File: src/rtl/fft_pkg.sv
`timescale 1ns/1ps
// Shared types and helpers for the FFT input framer and its downstream users.
package fft_pkg;

  localparam int SINK_WIDTH_DEF = 14;
  localparam int FFT_DEPTH_DEF  = 11;

  typedef enum logic [1:0] {
    IDLE,
    STREAM,
    GAP
  } state_t;

  typedef struct packed {
    logic signed [SINK_WIDTH_DEF-1:0] Re;
    logic signed [SINK_WIDTH_DEF-1:0] Im;
  } sample_t;

  // Bit growth of the FFT core: one bit per radix-4 stage on top of the input width.
  function automatic int fft_width(input int sink_width, input int fft_depth);
    return sink_width + (fft_depth + 1) / 2;
  endfunction

  localparam int FFT_WIDTH = fft_width(SINK_WIDTH_DEF, FFT_DEPTH_DEF);

endpackage

File: src/rtl/fft_framer_if.sv
`timescale 1ns/1ps
// Sample stream in and FFT sink stream out of the framer.
// master: the framer itself; slave: the surrounding logic that feeds and drains it.
interface fft_framer_if #(
  parameter int SINK_WIDTH = 14
);

  logic                         in_valid;
  logic                         in_ready;
  logic signed [SINK_WIDTH-1:0] in_Re;
  logic signed [SINK_WIDTH-1:0] in_Im;

  logic                         source_ready;
  logic                         source_valid;
  logic                         source_sop;
  logic                         source_eop;
  logic signed [SINK_WIDTH-1:0] source_Re;
  logic signed [SINK_WIDTH-1:0] source_Im;

  modport master (
    input  in_valid, in_Re, in_Im, source_ready,
    output in_ready, source_valid, source_sop, source_eop, source_Re, source_Im
  );

  modport slave (
    output in_valid, in_Re, in_Im, source_ready,
    input  in_ready, source_valid, source_sop, source_eop, source_Re, source_Im
  );

endinterface

File: src/rtl/fft_framer_fifo.sv
`timescale 1ns/1ps
// First-word-fall-through FIFO; the head word is read straight out of registered storage,
// so a word written at one edge is on dout after that edge and not before.
module fft_framer_fifo #(
  parameter int WIDTH = 28,
  parameter int DEPTH = 16
) (
  input  logic             clk,
  input  logic             aclr_n,
  input  logic             wr,
  input  logic             rd,
  input  logic [WIDTH-1:0] din,
  output logic [WIDTH-1:0] dout,
  output logic             full,
  output logic             empty
);

  localparam int AW = $clog2(DEPTH);
  localparam logic [AW:0] FULL_CNT = DEPTH[AW:0];

  logic [WIDTH-1:0] mem [DEPTH];
  logic [AW-1:0]    wr_ptr;
  logic [AW-1:0]    rd_ptr;
  logic [AW:0]      count;
  logic             do_wr;
  logic             do_rd;

  // A write into a full FIFO is lost even when a read frees a slot in the same cycle.
  assign full  = (count == FULL_CNT);
  assign empty = (count == '0);
  assign do_wr = wr && !full;
  assign do_rd = rd && !empty;
  assign dout  = mem[rd_ptr];

  always_ff @(posedge clk or negedge aclr_n) begin
    if (!aclr_n) begin
      wr_ptr <= '0;
      rd_ptr <= '0;
      count  <= '0;
      for (int i = 0; i < DEPTH; i++) begin
        mem[i] <= '0;
      end
    end else begin
      if (do_wr) begin
        mem[wr_ptr] <= din;
        wr_ptr      <= wr_ptr + 1'b1;
      end
      if (do_rd) begin
        rd_ptr <= rd_ptr + 1'b1;
      end
      case ({do_wr, do_rd})
        2'b10:   count <= count + 1'b1;
        2'b01:   count <= count - 1'b1;
        default: count <= count;
      endcase
    end
  end

endmodule

File: src/rtl/fft_framer.sv
`timescale 1ns/1ps
// Packs a continuous complex sample stream into sop/eop-framed packets of 2**FFT_DEPTH
// samples for the FFT sink, with buffering, backpressure, inter-frame gaps and overflow flag.
module fft_framer #(
  parameter int FFT_DEPTH  = 11,
  parameter int SINK_WIDTH = 14,
  parameter int FIFO_DEPTH = 16,
  parameter int GAP_W      = 8,
  parameter int CNT_W      = 16
) (
  input  logic             clk,
  input  logic             aclr_n,
  input  logic             enable,
  input  logic             oneshot,
  input  logic [GAP_W-1:0] gap,
  input  logic             err_clr,
  fft_framer_if.master     bus,
  output logic             busy,
  output logic [CNT_W-1:0] frame_cnt,
  output logic             error
);

  import fft_pkg::*;

  localparam logic [FFT_DEPTH-1:0] LAST_IDX = '1;

  state_t                  state;
  state_t                  state_next;
  logic [FFT_DEPTH-1:0]    idx;
  logic [GAP_W-1:0]        gap_cnt;
  logic                    fifo_full;
  logic                    fifo_empty;
  logic                    xfer;
  logic                    last;
  logic                    drop;
  logic [2*SINK_WIDTH-1:0] fifo_din;
  logic [2*SINK_WIDTH-1:0] fifo_dout;

  assign fifo_din = {bus.in_Re, bus.in_Im};

  fft_framer_fifo #(
    .WIDTH (2*SINK_WIDTH),
    .DEPTH (FIFO_DEPTH)
  ) u_fifo (
    .clk    (clk),
    .aclr_n (aclr_n),
    .wr     (bus.in_valid),
    .rd     (xfer),
    .din    (fifo_din),
    .dout   (fifo_dout),
    .full   (fifo_full),
    .empty  (fifo_empty)
  );

  // Framing flags are gated by valid so the sink never sees a stray sop while idle.
  assign bus.in_ready     = !fifo_full;
  assign bus.source_valid = (state == STREAM) && !fifo_empty;
  assign xfer             = bus.source_valid && bus.source_ready;
  assign last             = (idx == LAST_IDX);
  assign bus.source_sop   = bus.source_valid && (idx == '0);
  assign bus.source_eop   = bus.source_valid && last;
  assign bus.source_Re    = fifo_dout[2*SINK_WIDTH-1:SINK_WIDTH];
  assign bus.source_Im    = fifo_dout[SINK_WIDTH-1:0];
  assign drop             = bus.in_valid && fifo_full;
  assign busy             = (state != IDLE);

  // Enable and oneshot are only looked at on frame boundaries, so packets always complete.
  always_comb begin
    state_next = state;
    case (state)
      IDLE: begin
        if (enable) state_next = STREAM;
      end
      STREAM: begin
        if (xfer && last) begin
          if (oneshot || !enable) state_next = IDLE;
          else if (gap == '0)     state_next = STREAM;
          else                    state_next = GAP;
        end
      end
      GAP: begin
        if (gap_cnt == GAP_W'(1)) state_next = enable ? STREAM : IDLE;
      end
      default: state_next = IDLE;
    endcase
  end

  always_ff @(posedge clk or negedge aclr_n) begin
    if (!aclr_n) state <= IDLE;
    else         state <= state_next;
  end

  // idx wraps to zero on its own after the last sample of a packet.
  always_ff @(posedge clk or negedge aclr_n) begin
    if (!aclr_n) begin
      idx       <= '0;
      gap_cnt   <= '0;
      frame_cnt <= '0;
      error     <= 1'b0;
    end else begin
      if (xfer) idx <= idx + 1'b1;
      if (xfer && last)       gap_cnt <= gap;
      else if (state == GAP)  gap_cnt <= gap_cnt - 1'b1;
      if (xfer && last) frame_cnt <= frame_cnt + 1'b1;
      if (drop)         error <= 1'b1;
      else if (err_clr) error <= 1'b0;
    end
  end

endmodule

File: src/flat_wrapper.sv
// flat-port wrapper written by rule: the top's interface ports become plain ports
module fft_framer_flat import fft_pkg::*;
#(
  parameter int FFT_DEPTH  = 11,
  parameter int SINK_WIDTH = 14,
  parameter int FIFO_DEPTH = 16,
  parameter int GAP_W      = 8,
  parameter int CNT_W      = 16
)
  (clk, aclr_n, enable, oneshot, gap, err_clr, busy, frame_cnt, error, bus_in_valid, bus_in_Re, bus_in_Im, bus_source_ready, bus_in_ready, bus_source_valid, bus_source_sop, bus_source_eop, bus_source_Re, bus_source_Im);
  fft_framer_if #(.SINK_WIDTH(SINK_WIDTH)) bus_i ();
  input  logic clk;
  input  logic aclr_n;
  input  logic enable;
  input  logic oneshot;
  input  logic [GAP_W-1:0] gap;
  input  logic err_clr;
  output logic busy;
  output logic [CNT_W-1:0] frame_cnt;
  output logic error;
  input wire logic [$bits(bus_i.in_valid)-1:0] bus_in_valid;
  input wire logic [$bits(bus_i.in_Re)-1:0] bus_in_Re;
  input wire logic [$bits(bus_i.in_Im)-1:0] bus_in_Im;
  input wire logic [$bits(bus_i.source_ready)-1:0] bus_source_ready;
  output wire logic [$bits(bus_i.in_ready)-1:0] bus_in_ready;
  output wire logic [$bits(bus_i.source_valid)-1:0] bus_source_valid;
  output wire logic [$bits(bus_i.source_sop)-1:0] bus_source_sop;
  output wire logic [$bits(bus_i.source_eop)-1:0] bus_source_eop;
  output wire logic [$bits(bus_i.source_Re)-1:0] bus_source_Re;
  output wire logic [$bits(bus_i.source_Im)-1:0] bus_source_Im;
  assign bus_i.in_valid = bus_in_valid;
  assign bus_i.in_Re = bus_in_Re;
  assign bus_i.in_Im = bus_in_Im;
  assign bus_i.source_ready = bus_source_ready;
  assign bus_in_ready = bus_i.in_ready;
  assign bus_source_valid = bus_i.source_valid;
  assign bus_source_sop = bus_i.source_sop;
  assign bus_source_eop = bus_i.source_eop;
  assign bus_source_Re = bus_i.source_Re;
  assign bus_source_Im = bus_i.source_Im;
  fft_framer #(.FFT_DEPTH(FFT_DEPTH), .SINK_WIDTH(SINK_WIDTH), .FIFO_DEPTH(FIFO_DEPTH), .GAP_W(GAP_W), .CNT_W(CNT_W)) u_core (.clk(clk), .aclr_n(aclr_n), .enable(enable), .oneshot(oneshot), .gap(gap), .err_clr(err_clr), .bus(bus_i), .busy(busy), .frame_cnt(frame_cnt), .error(error));
endmodule
File: config.mk
export PLATFORM = sky130hd
export DESIGN_NAME = fft_framer_flat
export DESIGN_NICKNAME = d
export VERILOG_FILES = /design/src/rtl/fft_pkg.sv /design/src/rtl/fft_framer_if.sv /design/src/rtl/fft_framer_fifo.sv /design/src/rtl/fft_framer.sv /design/src/flat_wrapper.sv
export SDC_FILE = /design/constraint.sdc
export NUM_CORES = 1
export LEC_CHECK = 0
export ABC_AREA = 1
export ABC_CLOCK_PERIOD_IN_PS = 3400
export BUFFER_PORTS_ARGS = -buffer_cell sky130_fd_sc_hd__buf_2
export CORE_ASPECT_RATIO = 0.9
export CORE_MARGIN = 2
export CORE_UTILIZATION = 30
export CTS_CLUSTER_DIAMETER = 40
export DETAILED_ROUTE_END_ITERATION = 16
export SLEW_MARGIN = 25
export SYNTH_ARGS = -nofsm -noshare
export SYNTH_HDL_FRONTEND = slang
export SYNTH_SLANG_ARGS = --single-unit
File: constraint.sdc
create_clock -name clk -period 3.4 [get_ports clk]
set_input_delay 0.34 -clock clk [delete_from_list [all_inputs] [get_ports clk]]
set_output_delay 0.34 -clock clk [all_outputs]
set_load 0.1 [all_outputs]
Word level (Yosys, flattened, before mapping)

Index checks and enable logic that the tools add are counted.

Register bits: 499
Output and inout bits: 50
Word-level logic and storage cells: 86
Input bits: 43

Bitwise gates (word level): 2
Reduce and logical (&&, ||, !) cells: 22
Magnitude comparators: 3
Equality and inequality tests: 10
Mux-type cells: 18
Add/subtract/negate cells: 7

Operator list:

| kind                    | number |
|---|---|
| $bwmux W448             | 1 |
| $bmux W28 S4            | 1 |
| $demux W28 S4           | 1 |
| $mux W28                | 3 |
| $add A16 B1 Y16 const B | 1 |
| $mux W8                 | 2 |
| $add A11 B1 Y11 const B | 1 |
| $eq A11 B11 Y1 const B  | 1 |
| $logic_not A11 Y1       | 1 |
| $ge A5 B5 Y1 const B    | 2 |
| $mux W2                 | 5 |
| $not A4 Y5              | 2 |
| $pmux W5 S2             | 1 |
| $logic_and A1 B1 Y1     | 9 |
| $add A4 B1 Y4 const B   | 2 |
| $eq A8 B1 Y1 const B    | 1 |
| $logic_not A8 Y1        | 1 |
| $reduce_bool A2 Y1      | 4 |
| $sub A8 B1 Y8 const B   | 1 |
| $pmux W2 S3             | 1 |
| $add A5 B1 Y5 const B   | 1 |
| $eq A5 B5 Y1 const B    | 1 |
| $logic_not A5 Y1        | 1 |
| $lt A5 B1 Y1 const B    | 1 |
| 10 further kinds        | 17 |

Depth between registers and ports, before layout

Gate-level depths: netlist (run 1).

Depth after elaboration: 7
Gate-level depth with buffers: 15
Mapped depth without buffers: 14

Cells and area by module

Synthesis (run 1) repeated with hierarchy kept, for this count alone.

Cells, all modules: 3,786
Area total of the unflattened synthesis: 27,894.3 um^2

Modules (own cells, without submodules):

| module          | instances | cells an instance | area an instance (um^2) | seq. area each (um^2) |
|---|---|---|---|---|
| fft_framer_fifo | 1         | 3,463             | 25,547.0                | 11,536.1 |
| fft_framer      | 1         | 323               | 2,347.3                 | 950.9 |

Worst setup path before layout (run 1)

No wires, ideal clock.

Path type: reg2out
From: reg u_core.idx[0]
To: out bus_source_sop
Data arrival time: 3.617 ns
Buffers on the path: 0
Setup slack: -0.557 ns
Required time: 3.060 ns
Cell stages (with the launch flop): 5
Path through: dfrtp_1 -> inv_1 -> ha_1 -> nand4_1 -> nor4_1

Word-level cells in the longest chain between the ends: 2

RTL lines:

| what                   | RTL line           | text |
|---|---|---|
| start, declared        | fft_framer.sv:29   | `logic [FFT_DEPTH-1:0] idx;` |
| start signal, assigned | fft_framer.sv:101  | `if (xfer) idx <= idx + 1'b1;` |
| $logic_not A11 Y1      | fft_framer.sv:60   | `assign bus.source_sop = bus.source_valid && (idx == '0);` |
| $logic_and A1 B1 Y1    | fft_framer.sv:60   |  |
| end, declared          | flat_wrapper.sv:27 | `output wire logic [$bits(bus_i.source_sop)-1:0] bus_source_sop;` |

No other way between the ends.

Worst setup path after layout (run 1)

From: reg u_core.u_fifo.rd_ptr[1]
To: out bus_source_Re[0]

Word-level cells in the longest chain between the ends: 4

RTL lines:

| what                                         | RTL line              | text |
|---|---|---|
| start, declared                              | fft_framer_fifo.sv:23 | `logic [AW-1:0] rd_ptr;` |
| start signal, assigned                       | fft_framer_fifo.sv:49 | `rd_ptr <= rd_ptr + 1'b1;` |
| $not A4 Y5 (not written as such)             | fft_framer_fifo.sv:33 | `assign dout = mem[rd_ptr];` |
| $bmux W28 S4                                 | fft_framer_fifo.sv:33 |  |
| $mux W28 (not written as such) (2 in series) | fft_framer_fifo.sv:33 |  |
| end, declared                                | flat_wrapper.sv:29    | `output wire logic [$bits(bus_i.source_Re)-1:0] bus_source_Re;` |

No other way between the ends. The select of a mux whose other input is x is not followed.

==> metrics, run 1 <==
Die ar.=0.0863 mm²; worst skew pair latency=0.64 ns; CP Class=flop to primary output; worst path cell trace=inv_8 > buf_4 > nor3_1 > nor3_1 > nand2_1 > nand2_1 > nand2_1 > o21ai_1 > buf_12; final setup vio count=0; Worst setup EP type=primary output; Tot GR Track Use=about a fifth; post-layout util=35.3%; Iteration-0 DRC Markers=2586; DRC violations left=0; slew of the pin with the lowest slew margin=0.941 ns; initial antenna violation count=5; met3 GRT Util=3.90%; worst path arrival time=2.91 ns; die width=310 µm; root buffer cell=clkbuf_16; Final Cycle Share=95.6%; Syn. warnings=0; Starting Density=30.4%; Final Hold Vio Count=0; post-CTS setup buffers=0; Cells after Synth=3315; largest net degree at the start of global routing=around 150; startpoint types=flop; Synth area leader=dfrtp_1; Synth top area share=approximately half; TNS Setup=0 ns; first-pass GRT wire length=134000 µm; CTS buffer count=67; final worst slack=~0.15 ns; Slew Limit Fails=0; pre-CTS WS=about 0.7 ns; Avg Inst Size Synth=roughly 7.6 µm²; highest clock rate=slightly above 0.3 GHz; Layout area overhead=16.3%; number of routed nets with antenna violations=0; most common cell in the netlist=nand2_1; worst hold path type=input port to flop; status=finished clean; Critical R2R Launch=u_core.u_fifo.count[0]$_DFFE_PN0P_; Synth area leaders=dfrtp_1, nand2_1, nand3_1, nor2_1, o21ai_0; maximum clock path buffer count=3; Vias/cell=5.06; worst endpoint required time=3.06 ns; H-tree Lvls=3; share of layout cells above drive strength 1=9.87%; Die Ht=around 280 µm; total gr overflow=0; DR WL/cell=19.3 µm; Leak=roughly 15 nW; most used flip-flop cell after synthesis=dfrtp_1; CTS tree=done; PortBufs=92; Distinct cells, synth=34; relative slew slack=37.3%; Post-synth EDFFs=0; Synth Net Count=~3400; min-delay src=bus_source_ready; RD Place Congestion=0.816; post-DP HPWL=just under 50000 µm; hold_ws=0.0948 ns; Peak VDD IR=between 0.6 and 0.7 mV; nets@finish=3326; CTS sink cnt=499; met2 usage=31.0%; Critical Path Fanout Max=68; hold path depth=4; RSZ-0062 raised after global routing=false; Hold Path End=u_core.idx[8]$_DFFE_PN0P_; Critical Path Max Stage Delay=0.55 ns; Synth Cell Area=0.0252 mm²; post-synthesis sequential area ratio=49.6%; #FFs+latches synth=499; Commonest cells post-synth=nand2_1, dfrtp_1, nand3_1; vias=22486; vias in the first global route=21827; Worst-path clk slew=0.06 ns; Reg2Reg Capture Point=u_core.u_fifo.mem[365]$_DFFE_PN0P_; min Tclk post-route=3.25 ns; cell row count=100; final setup skew=about 0.022 ns; core region area=about 0.083 mm²; GR Util met1=27.9%; most used cell, CP=nand2_1; I/O Pins=93; FFs w/ async S/R, synth=100%; cells on worst reg2reg path=8; P per Cell Area=~820 mW/mm²; Reg2Reg Setup Slack=0.76 ns; First-pass DRT Iterations=5; Max-Cap Viols=0; Slowest-stage cell, CP=dfrtp_2; WL final=between 80000 and 90000 µm; busiest grt layer=met2
## stage by stage
step	area (µm²)	std cells	total power (W)
after floorplan	25200	3315	0.0143
after global placement	26800	4311	0.0165
after detailed placement	26800	4311	0.0167
after CTS	29200	4444	0.0242
after global routing	29300	4447	0.0257
final	29300	4447	0.0242
## timing repair
item	CTS	global route
setup endpoints to repair	0	23
hold buffers	11	0
gates resized for setup	0	15
hold endpoints to repair	87	0
## per-layer routing
layer  share of wire, %  vias up  wire, µm
met5                  0        -         0
met4                3.1        0      2680
met3                7.5      168      6460
met2                 45      843     38600
met1                 44    10884     38100
li1                   -    10591         -
## how the worst max path moves through the flow
stage                                   startpoint           endpoint  slack (ns)  cells past startpoint
3_3_place_gp   u_core.u_fifo.rd_ptr[0]$_DFFE_PN0P_  bus_source_Im[13]        0.69                      9
2_1_floorplan  u_core.u_fifo.rd_ptr[1]$_DFFE_PN0P_   bus_source_Im[0]        0.50                      7
6_report       u_core.u_fifo.rd_ptr[1]$_DFFE_PN0P_   bus_source_Re[0]        0.15                      9
5_1_grt        u_core.u_fifo.rd_ptr[0]$_DFFE_PN0P_   bus_source_Im[5]        0.02                      8
4_1_cts        u_core.u_fifo.rd_ptr[0]$_DFFE_PN0P_  bus_source_Im[13]        0.02                      9
3_5_place_dp   u_core.u_fifo.rd_ptr[0]$_DFFE_PN0P_  bus_source_Im[13]        0.71                      9
## critical path, delay by kind of cell, from the launching register on
kind | cells | cell delay (ns)
flip-flops | 1 | 0.55
AND/OR/NAND/NOR | 5 | 0.51
AO/OA/AOI/OAI | 1 | 0.20
buffers and inverters | 3 | 1.02
## report_power, final
part	total [W]	leakage [nW]	switching (W)	internal, W
Clock	0.00749	1.15	0.00296	0.00453
Combinational	0.00702	7.40	0.00478	0.00224
Sequential	0.00967	6.12	0.00125	0.00843
## cell type report
type	count	area [µm²]
diodes	3	7.51
multi-input cells	2398	10900
clock buffers	83	1880
fillers	8611	53600
well taps	1122	1400
flip-flops and latches	499	12500
repair buffers	160	1580
clock inverters	39	479
inverters	143	562
## state kept, by name, indices dropped and copies added (netlist names)
name / cells
u_core.state: 2
u_core.u_fifo.mem: 448
u_core.u_fifo.wr_ptr: 4
u_core.gap_cnt: 8
u_core.u_fifo.count: 5
u_core.error: 1
u_core.frame_cnt: 16
u_core.u_fifo.rd_ptr: 4
u_core.idx: 11
## logic make-up after synthesis
| family | after synthesis | share of synthesized area [%] |
|---|---|---|
| simple gates | 1985 | 33.3 |
| buf+inv | 418 | 7.59 |
| compound gates | 368 | 7.80 |
| xor+xnor | 31 | 1.08 |
| flops | 499 | 49.6 |
| fa+ha+maj | 14 | 0.695 |
## layout by cell type (no fill, tap or decap), types with 18 or more instances in the layout
master and count:
nand2_1 1041, dfrtp_1 496, nand3_1 443, nor2_1 314
o21ai_0 164, inv_1 136, a21oi_1 130, nor3_1 123
clkbuf_16 69, buf_2 64, buf_4 40, buf_12 39
o211ai_1 35, xor2_1 24, o22ai_1 18
(Power assumes the default switching activity.)
==> run 2, diff against run 1 <==
Settings changed: ABC_AREA 1 to unset, GPL_ROUTABILITY_DRIVEN set to 0.
==> run 2 against run 1 <==
Against the previous run:
- utilization up 1.3 points
- maximum frequency up 0.55%
- clock-buffer cell count is 16 higher
- worst setup slack improved by 0.018 ns
- total power is 33% higher
- die area is 7.6% lower
- first-iteration DRC count is 75% lower
- via count fell by 40%
- critical path depth down 2
==> metrics, run 2 <==
status=finished clean; Die Ht=268 µm (-3.9%); Worst-path clk slew=0.05 ns (about the same); slew of the pin with the lowest slew margin=0.931 ns (-0.0105 ns); I/O Pins=93 (unchanged); min Tclk post-route=3.23 ns (-0.0177 ns); post-synthesis sequential area ratio=53.7% (+4.1 points); CTS tree=done; Largest Register=u_core.u_fifo.mem; post-cts sizing count=0 (unchanged); relative slew slack=38.0% (+0.70 points); Slowest-stage cell, CP=dfrtp_4; worst path arrival time=2.89 ns (-0.02 ns); Synth top area share=53.7% (+4.1 points); Critical Path Max Stage Delay=0.55 ns (about the same); first-pass GRT wire length=89200 µm (-33%); DRC violations left=0 (unchanged); most used cell, CP=buf_12; Final Cycle Share=95.1% (-0.52 points); commonest non-fill, non-tap cell in the layout=dfrtp_1; cell family with most CP delay=buffers and inverters; Sequential cell area=0.0125 mm² (about the same); vias=13473 (-40%); WL final=56700 µm (-34%); critical path depth=7 (-2); Placed Cells=2555 (-41%); Synth Cell Area=0.0233 mm² (-7.7%); most used flip-flop cell after synthesis=dfrtp_1; Avg Inst Size Synth=15.4 µm² (+100%); DR WL/cell=20.7 µm (+7.4%); Synth Net Count=1565 (-54%); Post-synth EDFFs=0 (unchanged); largest net degree at the start of global routing=97 (-36%); Die ar.=0.0798 mm² (-7.6%); First-pass DRT Iterations=5 (unchanged); PortBufs=92 (unchanged); Layout Cells excl Fill=2734 (-39%); final instance area=0.0281 mm² (-4.3%); number of routed nets with antenna violations=0 (unchanged); FFs w/ async S/R, synth=100% (unchanged); root buffer cell=clkbuf_16; core region area=0.0765 mm² (-7.8%); Syn. warnings=0 (unchanged); Layout area overhead=20.6%; maximum clock path buffer count=3 (unchanged); Iteration-0 DRC Markers=642 (-75%); Multi-input gate area=0.00997 mm² (-8.5%); #FFs+latches synth=499 (unchanged); post-synthesis simple-gate area fraction=4.36% (-29 points); Starting Density=30.4% (about the same); Slew Limit Fails=0 (unchanged); P per Cell Area=1150 mW/mm² (+39%); Cells after Synth=1508 (-55%); nets@finish=1690 (-49%); vias in the first global route=14771 (-32%); final setup skew=0.0250 ns (+0.00272 ns); share of layout cells above drive strength 1=51.1% (+41 points); worst path cell trace=buf_12 > buf_12 > mux4_2 > nor2b_1 > a211oi_1 > a21oi_1 > buf_2; die width=298 µm (-3.9%); multiplexer share of the synthesized area=33.8% (+34 points); Worst setup EP type=primary output; initial antenna violation count=4 (-1); hold path depth=4 (unchanged); Placed Area=0.0248 mm² (-7.4%); final setup vio count=0 (unchanged); Final Power=0.0322 W (+33%); Distinct cells, synth=58 (+71%); Synth Area in Compound Gates=2.58% (-5.2 points); Tot GR Track Use=14.5% (-5.5 points); Synth area leader=dfrtp_1; max reg flops=448 (unchanged); worst hold path type=input port to flop; adder-cell area share of the yosys netlist=0.753% (+0.058 points); Leak=12.2 nW (-17%); H-tree Lvls=3 (unchanged); startpoint types=flop; Commonest cells post-synth=dfrtp_1, mux2_2, mux4_2; cell row count=96 (-4.0%); most common cell in the netlist=dfrtp_1; # fillers=7165 (-17%); worst endpoint required time=3.06 ns (about the same); CTS buffer count=85 (+27%); Post-Synth XOR/XNOR Area=1.36% (+0.28 points); main combinational cell family by area after synthesis=multiplexers; CTS sink cnt=499 (unchanged); cells on worst reg2reg path=10 (+2); Synth area leaders=dfrtp_1, mux2_2, mux4_2, buf_6, mux2i_1; Critical Path Fanout Max=17 (-75%); highest clock rate=0.309 GHz (+0.55%); CP Class=flop to primary output; Vias/cell=4.93 (-2.5%); worst path bufs/invs=3 (unchanged); Max-Cap Viols=0 (unchanged); Top Registers=u_core.u_fifo.mem: 448 flops, u_core.frame_cnt: 16 flops, u_core.idx: 11 flops; worst skew pair latency=0.62 ns (-0.02 ns); total gr overflow=0 (unchanged); Peak VDD IR=0.989 mV (+63%); Final Hold Vio Count=0 (unchanged); post-DP HPWL=32300 µm (-33%); most frequent cells in the layout=dfrtp_1, mux2_2, mux4_2
[run 2: cell count changes after synthesis, sizes merged, moves of 130 or more]
cell | before | now
nor2 | 332 | 11
nand3 | 444 | 24
inv | 143 | 13
mux2 | 0 | 449
o21ai | 181 | 10
nand2 | 1061 | 29
[run 2: timing repair]
item / 4_1_cts / 5_1_grt
endpoints found under the hold margin: 99 / 0
endpoints found under the setup margin: 19 / 5
hold buffers: 11 / 0
setup buffers: 3 / 6
[run 2: where the power goes]
| group | switching (W) | internal [W] |
|---|---|---|
| clock network | 0.00318 | 0.00579 |
| logic | 0.00710 | 0.00573 |
| registers | 0.00167 | 0.00867 |
[run 2: kinds of logic after synthesis]
kind of cell             Yosys count
AO/OA/AOI/OAI                     92
XOR/XNOR                          36
adder cells (fa/ha/maj)           14
buffers and inverters            130
flip-flops                       499
multiplexers                     589
AND/OR/NAND/NOR                  148
[run 2: worst register-to-register path, cell delays in order (launching register included)]
cell	delay (ns)
dfrtp_1	0.47
or4_4	0.58
o21ai_4	0.19
inv_2	0.14
ha_1	0.34
xor2_1	0.19
ha_1	0.23
o211a_1	0.24
o31ai_1	0.20
a31oi_1	0.08
xor2_1	0.16
[run 2: cell type report]
class	count	share of cell area, %
inverters	13	0.174
well taps	1029	4.59
clock buffers	99	8.10
flip-flops and latches	499	44.6
repair buffers	155	4.34
diodes	1	0.00892
clock inverters	59	2.70
multi-input cells	879	35.5
[run 2: path summary, 6_finish.rpt]
path,startpoint,end,slack [ns]
setup / recovery,u_core.u_fifo.rd_ptr[0]$_DFFE_PN0P_,bus_source_Re[0],0.17
hold / removal,oneshot,u_core.state[1]$_DFFE_PN0P_,0.08
setup reg to reg,u_core.u_fifo.count[1]$_DFFE_PN0P_,u_core.u_fifo.count[4]$_DFFE_PN0P_,0.46
hold reg to reg,u_core.frame_cnt[15]$_DFFE_PN0P_,u_core.frame_cnt[15]$_DFFE_PN0P_,0.46
max in group asynchronous,aclr_n,u_core.u_fifo.rd_ptr[0]$_DFFE_PN0P_,1.99
min in group asynchronous,aclr_n,u_core.u_fifo.mem[279]$_DFFE_PN0P_,0.40
[run 2: through the flow]
stage               setup slack, ns  utilization, %  TNS [ns]  hold WS, ns
finish                        0.166            36.7         0       0.0752
detailed placement            0.464            32.4         0        0.452
CTS                          0.0350            36.6         0       0.0275
floorplan                     0.110               -         0       0.0444
global route               -0.00668            36.7  -0.00668       0.0617
global placement              0.503            32.4         0        0.454
[run 2: layer usage]
layer  vias to the layer above  GRT usage [%]  routed length (µm)
met2                       215           23.7               27000
met1                      7271           19.5               26400
met3                        81           3.19                2150
li1                       5900              -                   -
met5                         -              0                  40
met4                         6           3.86                1060
